==> config.mk <==
export PLATFORM = sky130hd
export DESIGN_NAME = dp_share_arbiter
export DESIGN_NICKNAME = d
export VERILOG_FILES = /design/src/rtl/dp_arb_pkg.sv /design/src/rtl/dp_share_arbiter_rr_arbiter.sv /design/src/rtl/dp_share_arbiter.sv
export SDC_FILE = /design/constraint.sdc
export NUM_CORES = 1
export LEC_CHECK = 0
export ABC_AREA = 0
export CAP_MARGIN = 20
export CORE_ASPECT_RATIO = 2
export CORE_UTILIZATION = 47
export CTS_CLUSTER_DIAMETER = 120
export CTS_CLUSTER_SIZE = 30
export DETAILED_ROUTE_END_ITERATION = 10
export PLACE_DENSITY = 0.79
export SYNTH_ARGS = -nofsm -noshare
export SYNTH_HDL_FRONTEND = slang
export SYNTH_SLANG_ARGS = --single-unit
export TNS_END_PERCENT = 10
==> constraint.sdc <==
create_clock -name clk -period 2.24 [get_ports clk]
set_clock_uncertainty 0.05 [all_clocks]
set_input_delay 0.224 -clock clk [delete_from_list [all_inputs] [get_ports clk]]
set_output_delay 0.224 -clock clk [all_outputs]
set_load 0.1 [all_outputs]
==> src/rtl/dp_arb_pkg.sv <==
// Shared types and constants for the dp_share_arbiter slice: opcode and FSM state enums.
package dp_arb_pkg;

  localparam int OP_W = 2;

  typedef enum logic [OP_W-1:0] {
    OP_INC = 2'b00,
    OP_INV = 2'b01,
    OP_ACC = 2'b10,
    OP_CLR = 2'b11
  } op_e;

  typedef enum logic [1:0] {
    IDLE  = 2'b00,
    GRANT = 2'b01,
    EXEC  = 2'b10,
    RESP  = 2'b11
  } state_e;

endpackage

==> src/rtl/dp_share_arbiter_rr_arbiter.sv <==
// Combinational winner selection for dp_share_arbiter: round-robin after last_grant,
// or lowest-index fixed priority when DP_ARB_FIXED_PRIO_EN is defined.
module rr_arbiter #(
  parameter int NUM_REQ = 4,
  parameter int IDX_W   = $clog2(NUM_REQ)
) (
  input  logic [NUM_REQ-1:0] req_i,
  input  logic [IDX_W-1:0]   last_grant_i,
  output logic [NUM_REQ-1:0] grant_o,
  output logic [IDX_W-1:0]   grant_idx_o
);

  logic             found_s;
  logic [IDX_W-1:0] cand_s;

`ifdef DP_ARB_FIXED_PRIO_EN
  logic unused_last_grant_s;
  assign unused_last_grant_s = ^last_grant_i;

  // Lowest-index requester wins; scanning downward lets the lowest overwrite.
  always_comb begin
    found_s     = 1'b0;
    grant_idx_o = '0;
    cand_s      = '0;
    for (int k = NUM_REQ - 1; k >= 0; k--) begin
      cand_s = IDX_W'(k);
      if (req_i[cand_s]) begin
        found_s     = 1'b1;
        grant_idx_o = cand_s;
      end else begin
        found_s = found_s;
      end
    end
  end
`else
  // First requester found when walking forward from the one after last_grant.
  always_comb begin
    found_s     = 1'b0;
    grant_idx_o = '0;
    cand_s      = '0;
    for (int k = 1; k <= NUM_REQ; k++) begin
      cand_s = IDX_W'((int'(last_grant_i) + k) % NUM_REQ);
      if (!found_s && req_i[cand_s]) begin
        found_s     = 1'b1;
        grant_idx_o = cand_s;
      end else begin
        found_s = found_s;
      end
    end
  end
`endif

  // One-hot decode of the winning index.
  always_comb begin
    grant_o = '0;
    if (found_s) begin
      grant_o[grant_idx_o] = 1'b1;
    end else begin
      grant_o = '0;
    end
  end

endmodule

==> src/rtl/dp_share_arbiter.sv <==
// Shared INC/INV/ACC/CLR datapath arbitrated among NUM_REQ requesters, one op in flight.
// Optional macro DP_ARB_FIXED_PRIO_EN selects fixed lowest-index priority instead of round-robin.
module dp_share_arbiter
  import dp_arb_pkg::*;
#(
  parameter  int NUM_REQ = 4,
  parameter  int WIDTH   = 4,
  localparam int IDX_W   = $clog2(NUM_REQ)
) (
  input  logic                    clk,
  input  logic                    rst,
  input  logic [NUM_REQ-1:0]      req_valid_i,
  input  logic [OP_W*NUM_REQ-1:0] req_op_i,
  input  logic [WIDTH*NUM_REQ-1:0] req_data_i,
  output logic [NUM_REQ-1:0]      req_ready_o,
  output logic                    rsp_valid_o,
  output logic [IDX_W-1:0]        rsp_id_o,
  output logic [WIDTH-1:0]        rsp_data_o,
  input  logic                    rsp_ready_i,
  output logic [WIDTH-1:0]        acc_out_o
);

  state_e               state_q, state_d;
  logic [NUM_REQ-1:0]   req_ready_q, req_ready_d;
  logic [IDX_W-1:0]     grant_idx_q, grant_idx_d;
  logic [IDX_W-1:0]     last_grant_q, last_grant_d;
  op_e                  op_q, op_d;
  logic [WIDTH-1:0]     data_q, data_d;
  logic                 rsp_valid_q, rsp_valid_d;
  logic [IDX_W-1:0]     rsp_id_q, rsp_id_d;
  logic [WIDTH-1:0]     rsp_data_q, rsp_data_d;
  logic [WIDTH-1:0]     acc_q, acc_d;

  logic [NUM_REQ-1:0]   arb_grant_s;
  logic [IDX_W-1:0]     arb_idx_s;
  logic [IDX_W-1:0]     last_grant_upd_s;
  logic [OP_W-1:0]      sel_op_s;
  logic [WIDTH-1:0]     sel_data_s;
  logic [WIDTH-1:0]     acc_sum_s;

  rr_arbiter #(
    .NUM_REQ (NUM_REQ),
    .IDX_W   (IDX_W)
  ) u_arb (
    .req_i        (req_valid_i),
    .last_grant_i (last_grant_q),
    .grant_o      (arb_grant_s),
    .grant_idx_o  (arb_idx_s)
  );

`ifdef DP_ARB_FIXED_PRIO_EN
  assign last_grant_upd_s = last_grant_q;
`else
  assign last_grant_upd_s = arb_idx_s;
`endif

  assign acc_sum_s = acc_q + data_q;

  // Operand mux for the granted requester (latched during GRANT even if its valid drops).
  always_comb begin
    sel_op_s   = '0;
    sel_data_s = '0;
    for (int i = 0; i < NUM_REQ; i++) begin
      sel_op_s   = sel_op_s   | (req_op_i[i*OP_W +: OP_W]     & {OP_W{grant_idx_q == IDX_W'(i)}});
      sel_data_s = sel_data_s | (req_data_i[i*WIDTH +: WIDTH] & {WIDTH{grant_idx_q == IDX_W'(i)}});
    end
  end

  // Next-state and datapath update logic.
  always_comb begin
    state_d      = state_q;
    req_ready_d  = '0;
    grant_idx_d  = grant_idx_q;
    last_grant_d = last_grant_q;
    op_d         = op_q;
    data_d       = data_q;
    rsp_valid_d  = rsp_valid_q;
    rsp_id_d     = rsp_id_q;
    rsp_data_d   = rsp_data_q;
    acc_d        = acc_q;
    case (state_q)
      IDLE: begin
        if (|req_valid_i) begin
          state_d      = GRANT;
          req_ready_d  = arb_grant_s;
          grant_idx_d  = arb_idx_s;
          last_grant_d = last_grant_upd_s;
        end else begin
          state_d = IDLE;
        end
      end
      GRANT: begin
        op_d    = op_e'(sel_op_s);
        data_d  = sel_data_s;
        state_d = EXEC;
      end
      EXEC: begin
        case (op_q)
          OP_INC:  rsp_data_d = data_q + WIDTH'(1);
          OP_INV:  rsp_data_d = ~data_q;
          OP_ACC: begin
            acc_d      = acc_sum_s;
            rsp_data_d = acc_sum_s;
          end
          OP_CLR: begin
            acc_d      = '0;
            rsp_data_d = '0;
          end
          default: rsp_data_d = '0;
        endcase
        rsp_id_d    = grant_idx_q;
        rsp_valid_d = 1'b1;
        state_d     = RESP;
      end
      RESP: begin
        if (rsp_ready_i) begin
          rsp_valid_d = 1'b0;
          // Back-to-back: go straight to GRANT when someone is already waiting.
          if (|req_valid_i) begin
            state_d      = GRANT;
            req_ready_d  = arb_grant_s;
            grant_idx_d  = arb_idx_s;
            last_grant_d = last_grant_upd_s;
          end else begin
            state_d = IDLE;
          end
        end else begin
          state_d = RESP;
        end
      end
      default: begin
        state_d     = IDLE;
        rsp_valid_d = 1'b0;
      end
    endcase
  end

  // State and output registers with asynchronous active-low reset.
  always_ff @(posedge clk or negedge rst) begin
    if (!rst) begin
      state_q      <= IDLE;
      req_ready_q  <= '0;
      grant_idx_q  <= '0;
      last_grant_q <= IDX_W'(NUM_REQ - 1);
      op_q         <= OP_INC;
      data_q       <= '0;
      rsp_valid_q  <= 1'b0;
      rsp_id_q     <= '0;
      rsp_data_q   <= '0;
      acc_q        <= '0;
    end else begin
      state_q      <= state_d;
      req_ready_q  <= req_ready_d;
      grant_idx_q  <= grant_idx_d;
      last_grant_q <= last_grant_d;
      op_q         <= op_d;
      data_q       <= data_d;
      rsp_valid_q  <= rsp_valid_d;
      rsp_id_q     <= rsp_id_d;
      rsp_data_q   <= rsp_data_d;
      acc_q        <= acc_d;
    end
  end

  assign req_ready_o = req_ready_q;
  assign rsp_valid_o = rsp_valid_q;
  assign rsp_id_o    = rsp_id_q;
  assign rsp_data_o  = rsp_data_q;
  assign acc_out_o   = acc_q;

endmodule

==> run metrics, run 1 <==
status finished, final reports clean; synth cell count leaders dfrtp_1 (25), nand2_1 (18), nor2_1 (14); IO Count 46; vias in the first global route 1,377; Synth Cell Area 1574 sq um; Avg WL per Cell 16.92 um; total grt overflow 0; clk slew on worst S/H paths 0.09 ns; share of flip-flops with an asynchronous set or reset 1.000; largest cells by area after synthesis dfrtp_1 (40%), mux4_2 (8.6%), ha_1 (6.4%); 1st-iter DRT viols 23; Clock power frac 0.083; Worst setup EP type flop; Pwr Density 1652 nW/um^2; fin crit period 1.901 ns; Slowest cell on crit path dfrtp_1; register area share after synthesis 0.4308; quantity of gates resized following cts 0; relative slew slack 0.7116; GPL Wtd Cong 0.8730; remaining routing DRC violations 0; post-synth net total 189; antenna violations before repair 0; post-synth top area share 0.3975; max_cap viols 0; root buffer cell clkbuf_8; crit-path max FO 5; CP max stage delay 0.44 ns; Max VDD drop 1010 uV; initial core utilization 0.4929; largest net degree at the start of global routing 28; die width 42.92 um; die height 83.84 um; internal power 0.001591 W; Top Family by Delay on Critical Path simple AND/OR/NAND/NOR gates; crit path cell chain ha_1, nand3_1, and3_1, or2_0, a311o_1; P&R area growth vs syn 30.92%; Routed Antenna Nets 0; cell count after synthesis 149; synth warn 0; Netlist cell types 40; unrepaired setup endpoints after global routing no; fraction of layout cells with a size suffix above 1 0.2103; Startpoint Class flop; Placed Area 2012 sq um; Nets 236; Final Hold Fails 0; worst slew pin tran 0.4293 ns; Leakage 0.8844 nW; area leader, netlist dfrtp_1; ys flop type dfrtp_1; first-pass GRT wire length 6382 um; CTS Buf Count 3; WS Path Type flop to flop; final worst setup slack 0.3390 ns; Switch Pwr 0.001812 W; Place WS 0.3340 ns; Reg power frac 0.294; WP data required 2.36 ns; Post-synth EDFFs 0; fin crit share 0.8487; setup_tns 0 ns; DP Wirelength 3085 um; num rows 29; Slew Viols, Final 0; Routed WL 3823 um; GRT Util Overall 0.2370; count leader, synth dfrtp_1; Pre-Repair DR Iteration Count 4; # diodes 0; final setup vio count 0; CTS Hold Buffers Added 0; CTS H-tree lvls 1; Core Region 3193 sq um; Hold Path Class input port to async pin; Finished Cell Area 2061 sq um; Setup Buffers After CTS 0; DIE AREA 3598 sq um; Clock Latency Late Sink 0.28 ns; Seq cells post-synth 27; IO Port Bufs 45; Max Clock Freq 526.0 MHz; CP arrival 2.02 ns; CTS tree yes; vias 1,288; Crit path buffers/inverters 0; net switching fraction of the power 0.5325; Filler cells 266; vias per inst 5.699; CTS max path bufs 2; Comb power frac 0.623; syn_area_per_cell 10.56 sq um; Sink Count 27
==> metal layers <==
layer  share of wire  vias up  track usage  wire length [um]
li1                -      626            -                 -
met1            0.35      622       0.2504              1349
met2            0.59       33       0.4463              2248
met3           0.033        7      0.02814               125
met4           0.026        0      0.09375                99
met5               0        -            0                 0
==> state kept, by name, indices dropped and copies added, names as in the netlist <==
register	flops
rsp_data_o	4
acc_out_o	4
last_grant_q	2
state_q	2
req_ready_o	4
rsp_id_o	2
data_q	4
rsp_valid_o	1
op_q	2
grant_idx_q	2
==> per-stage QoR <==
| stage | total power [W] | hold slack, ns | utilization | cells |
|---|---|---|---|---|
| after CTS | 0.003432 | 0.2800 | 0.6454 | 226 |
| final | 0.003403 | 0.2630 | 0.6454 | 226 |
| after global placement | 0.003077 | 0.4471 | 0.6301 | 222 |
| after floorplan | 0.002648 | -0.1216 | - | 149 |
| after detailed placement | 0.003140 | 0.4510 | 0.6301 | 222 |
| after global routing | 0.003645 | 0.2936 | 0.6454 | 226 |
==> logic make-up after synthesis <==
kind of cell / synth area share
simple gates: 0.1653
compound gates: 0.1343
flops: 0.4308
mux: 0.1487
buf+inv: 0.03339
fa+ha+maj: 0.07631
xor+xnor: 0.01113
==> final timing paths <==
| path | startpoint | end | slack [ns] | depth (start not counted) |
|---|---|---|---|---|
| worst max-delay path | data_q[2] | acc_out_o[3] | 0.34 | 5 |
| worst min-delay path | rst | acc_out_o[1] | 0.26 | 2 |
| worst max register to register | data_q[2] | acc_out_o[3] | 0.34 | 5 |
| worst min register to register | acc_out_o[2] | acc_out_o[2] | 0.47 | 2 |
| max in group asynchronous | rst | last_grant_q[0] | 1.57 | 2 |
| min in group clk | acc_out_o[2] | acc_out_o[2] | 0.47 | 2 |
==> cell type report <==
cell class / count / area, sq um / share of cell area
flip-flops and latches: 27 / 679.4 / 0.3297
multi-input cells: 111 / 843.3 / 0.4092
well taps: 31 / 38.79 / 0.01882
repair buffers: 47 / 427.9 / 0.2076
clock inverters: 1 / 7.507 / 0.003643
inverters: 6 / 22.52 / 0.01093
clock buffers: 3 / 41.29 / 0.02004
==> cell usage in the layout, fill, tap and decap left out, drive strengths merged, types with 2 or more instances in the layout <==
master	n
nand2	18
nand2b	4
mux2i	2
clkbuf	3
buf	17
dfstp	2
o21ai	10
inv	6
nor2b	4
and2	2
nor2	14
mux4	6
a31oi	3
clkdlybuf4s50	30
mux2	7
or2	2
dfrtp	25
nor3	2
a21oi	11
ha	8
==> power by group through the flow <==
| stage | registers [W] | clock network (W) | logic [W] |
|---|---|---|---|
| detailed placement | 0.00101 | 0 | 0.00213 |
| finish | 0.000999 | 0.000282 | 0.00212 |
| global route | 0.00104 | 0.000310 | 0.00229 |
| floorplan | 0.00163 | 0 | 0.00101 |
| CTS | 0.00100 | 0.000292 | 0.00214 |
| global placement | 0.000994 | 0 | 0.00208 |
Power figures use the tool's default switching activity.
==> run 2, diff against run 1 <==
Settings changed: CORE_UTILIZATION 47 to 42, PLACE_DENSITY 0.79 to 0.75.
Clock period 2.24 ns to 1.56 ns, I/O delays scaled along.
==> run metrics, run 2 (synthesized netlist as in run 1, its figures left out) <==
net switching fraction of the power 0.4853 (-0.04729); WP data required 1.69 ns (-0.67 ns); root buffer cell clkbuf_8; die width 45.29 um (+5.5%); Max VDD drop 1656 uV (+64%); most frequent cells in the layout clkdlybuf4s50_1 (30), dfrtp_1 (21), buf_4 (21); DP Wirelength 3443 um (+12%); crit path capture rsp_data_o[2]; Worst R2R End rsp_data_o[2]; crit path cell chain ha_4, fa_2, xor2_2, a21oi_1, o32a_1, a21oi_2; DIE AREA 4011 sq um (+11%); vias 1,416 (+9.9%); WS Path Type flop to flop; PnR Total Power 0.006098 W (+79%); CP arrival 1.88 ns (-0.14 ns); P&R area growth vs syn 62.32%; final setup vio count 5 (+5); num rows 31 (+6.9%); first-pass GRT wire length 6679 um (+4.7%); status finished, violations left; failing checks setup timing; Hold Path Class input port to async pin; max_cap viols 0 (unchanged); relative slew slack 0.7689 (+0.05723); reg2reg path depth 6 (+1); CTS tree yes; crit-path max FO 2 (-3); Slowest cell on crit path dfrtp_4; IO Port Bufs 45 (unchanged); Worst setup EP type flop; fin crit period 1.750 ns (-0.1513 ns); fin crit share 1.122 (+0.2729); crit path launch acc_out_o[0]; initial core utilization 0.4364 (-0.05660); Comb power frac 0.684 (+0.061); GRT Util Overall 0.2316 (-0.005427); CTS max path bufs 2 (unchanged); register area 690.7 sq um (+1.7%); area of the multi-input gates 933.4 sq um (+11%); commonest non-fill, non-tap cell in the layout clkdlybuf4s50_1; post-layout util 0.7083 (+0.06291); total grt overflow 0 (unchanged); Routed WL 4194 um (+9.7%); r2r setup slk -0.19 ns (-0.53 ns); Sink Count 27 (unchanged); final worst setup slack -0.1897 ns (-0.5287 ns); CP max stage delay 0.50 ns (+0.06 ns); Pre-Repair DR Iteration Count 4 (unchanged); Max Clock Freq 571.5 MHz (+8.6%); Clock Latency Late Sink 0.28 ns (about the same); worst slew pin tran 0.3467 ns (-0.08254 ns); fraction of layout cells with a size suffix above 1 0.3657 (+0.1555); unrepaired setup endpoints after global routing yes; vias in the first global route 1,477 (+7.3%); IO Count 46 (unchanged); CTS H-tree lvls 1 (unchanged); Place WS -0.1386 ns (-0.4726 ns); vias per inst 5.343 (-6.2%); global route hottest layer met2; met1 usage 0.2323 (-0.01808); Switch Pwr 0.002959 W (+63%); clk slew on worst S/H paths 0.10 ns (about the same); Filler cells 266 (unchanged); Pwr Density 2387 nW/um^2 (+45%); GPL Wtd Cong 0.9392 (+7.6%); largest net degree at the start of global routing 28 (unchanged); remaining routing DRC violations 0 (unchanged); die height 88.58 um (+5.6%); Core Region 3607 sq um (+13%); Slew Viols, Final 0 (unchanged); CTS Buf Count 3 (unchanged); met3 GRT Util 0.02857 (+0.0004329); # diodes 0 (unchanged); antenna violations before repair 0 (unchanged); Leakage 1.053 nW (+19%); met2 Resource Use GR 0.4427 (-0.003593); 1st-iter DRT viols 15 (-35%); Routed Antenna Nets 0 (unchanged); setup_tns -0.5535 ns (-0.5535 ns); Reg power frac 0.247 (-0.047); Avg WL per Cell 15.83 um (-6.4%); internal power 0.003139 W (+97%); Final Hold Fails 0 (unchanged); Clock power frac 0.069 (-0.014); Startpoint Class flop; Nets 257 (+8.9%); worst flop-to-flop path startpoint acc_out_o[0]
## run 2: cell count changes in the layout (fill, tap and decap cells not counted), sizes merged
cell | before | now
buf | 17 | 38
## run 2: layer usage
layer | up-vias | wire [um]
li1 | 670 | -
met1 | 681 | 1353
met2 | 49 | 2559
met3 | 16 | 131
met4 | 0 | 150
met5 | - | 0
## run 2: per-stage QoR
stage                     cells  instance area [sq um]  hold WS, ns
after floorplan             149                   1623      -0.1896
after global placement      260                   2445       0.4636
after detailed placement    260                   2445       0.4837
after CTS                   264                   2525       0.1935
after global routing        265                   2555       0.1993
final                       265                   2555       0.1834
## run 2: how the worst min path moves through the flow
stage	start	cells after the start	slack (ns)	endpoint
2_1_floorplan	rst	0	-0.19	acc_out_o[3]
3_3_place_gp	last_grant_q[1]	2	0.46	last_grant_q[1]
3_5_place_dp	last_grant_q[1]	2	0.48	last_grant_q[1]
4_1_cts	rst	2	0.19	acc_out_o[2]
5_1_grt	rst	2	0.20	acc_out_o[2]
6_report	rst	2	0.18	rsp_data_o[1]
## run 2: critical path: cells and delay by family, from the launching register on
family                   cells  cell delay [ns]
adder cells (fa/ha/maj)      2             0.53
flip-flops                   1             0.50
AO/OA/AOI/OAI                3             0.37
XOR/XNOR                     1             0.20
## run 2: power by group through the flow
stage | sequential [W] | clock (W) | combinational [W]
3_5_place_dp | 0.00150 | 0 | 0.00396
5_1_grt | 0.00156 | 0.000448 | 0.00444
2_1_floorplan | 0.00239 | 0 | 0.00152
3_3_place_gp | 0.00147 | 0 | 0.00381
6_report | 0.00151 | 0.000418 | 0.00417
4_1_cts | 0.00150 | 0.000420 | 0.00404
## run 2: final cells by class
class                      instances  share of cell area
multi-input combinational        111              0.3653
tap                               49             0.02400
inverter                           6            0.008815
clock inverter                     1            0.002938
sequential                        27              0.2703
timing repair buffer              68              0.3124
clock buffer                       3             0.01616
## run 2: timing repair
| action | in CTS | in global routing |
|---|---|---|
| buffers inserted | 0 | 1 |
| gates resized for setup | 5 | 8 |
| pin swaps | 3 | 2 |
| hold endpoints to repair | 0 | 0 |
| hold buffers | 0 | 0 |
| setup endpoints to repair | 7 | 17 |
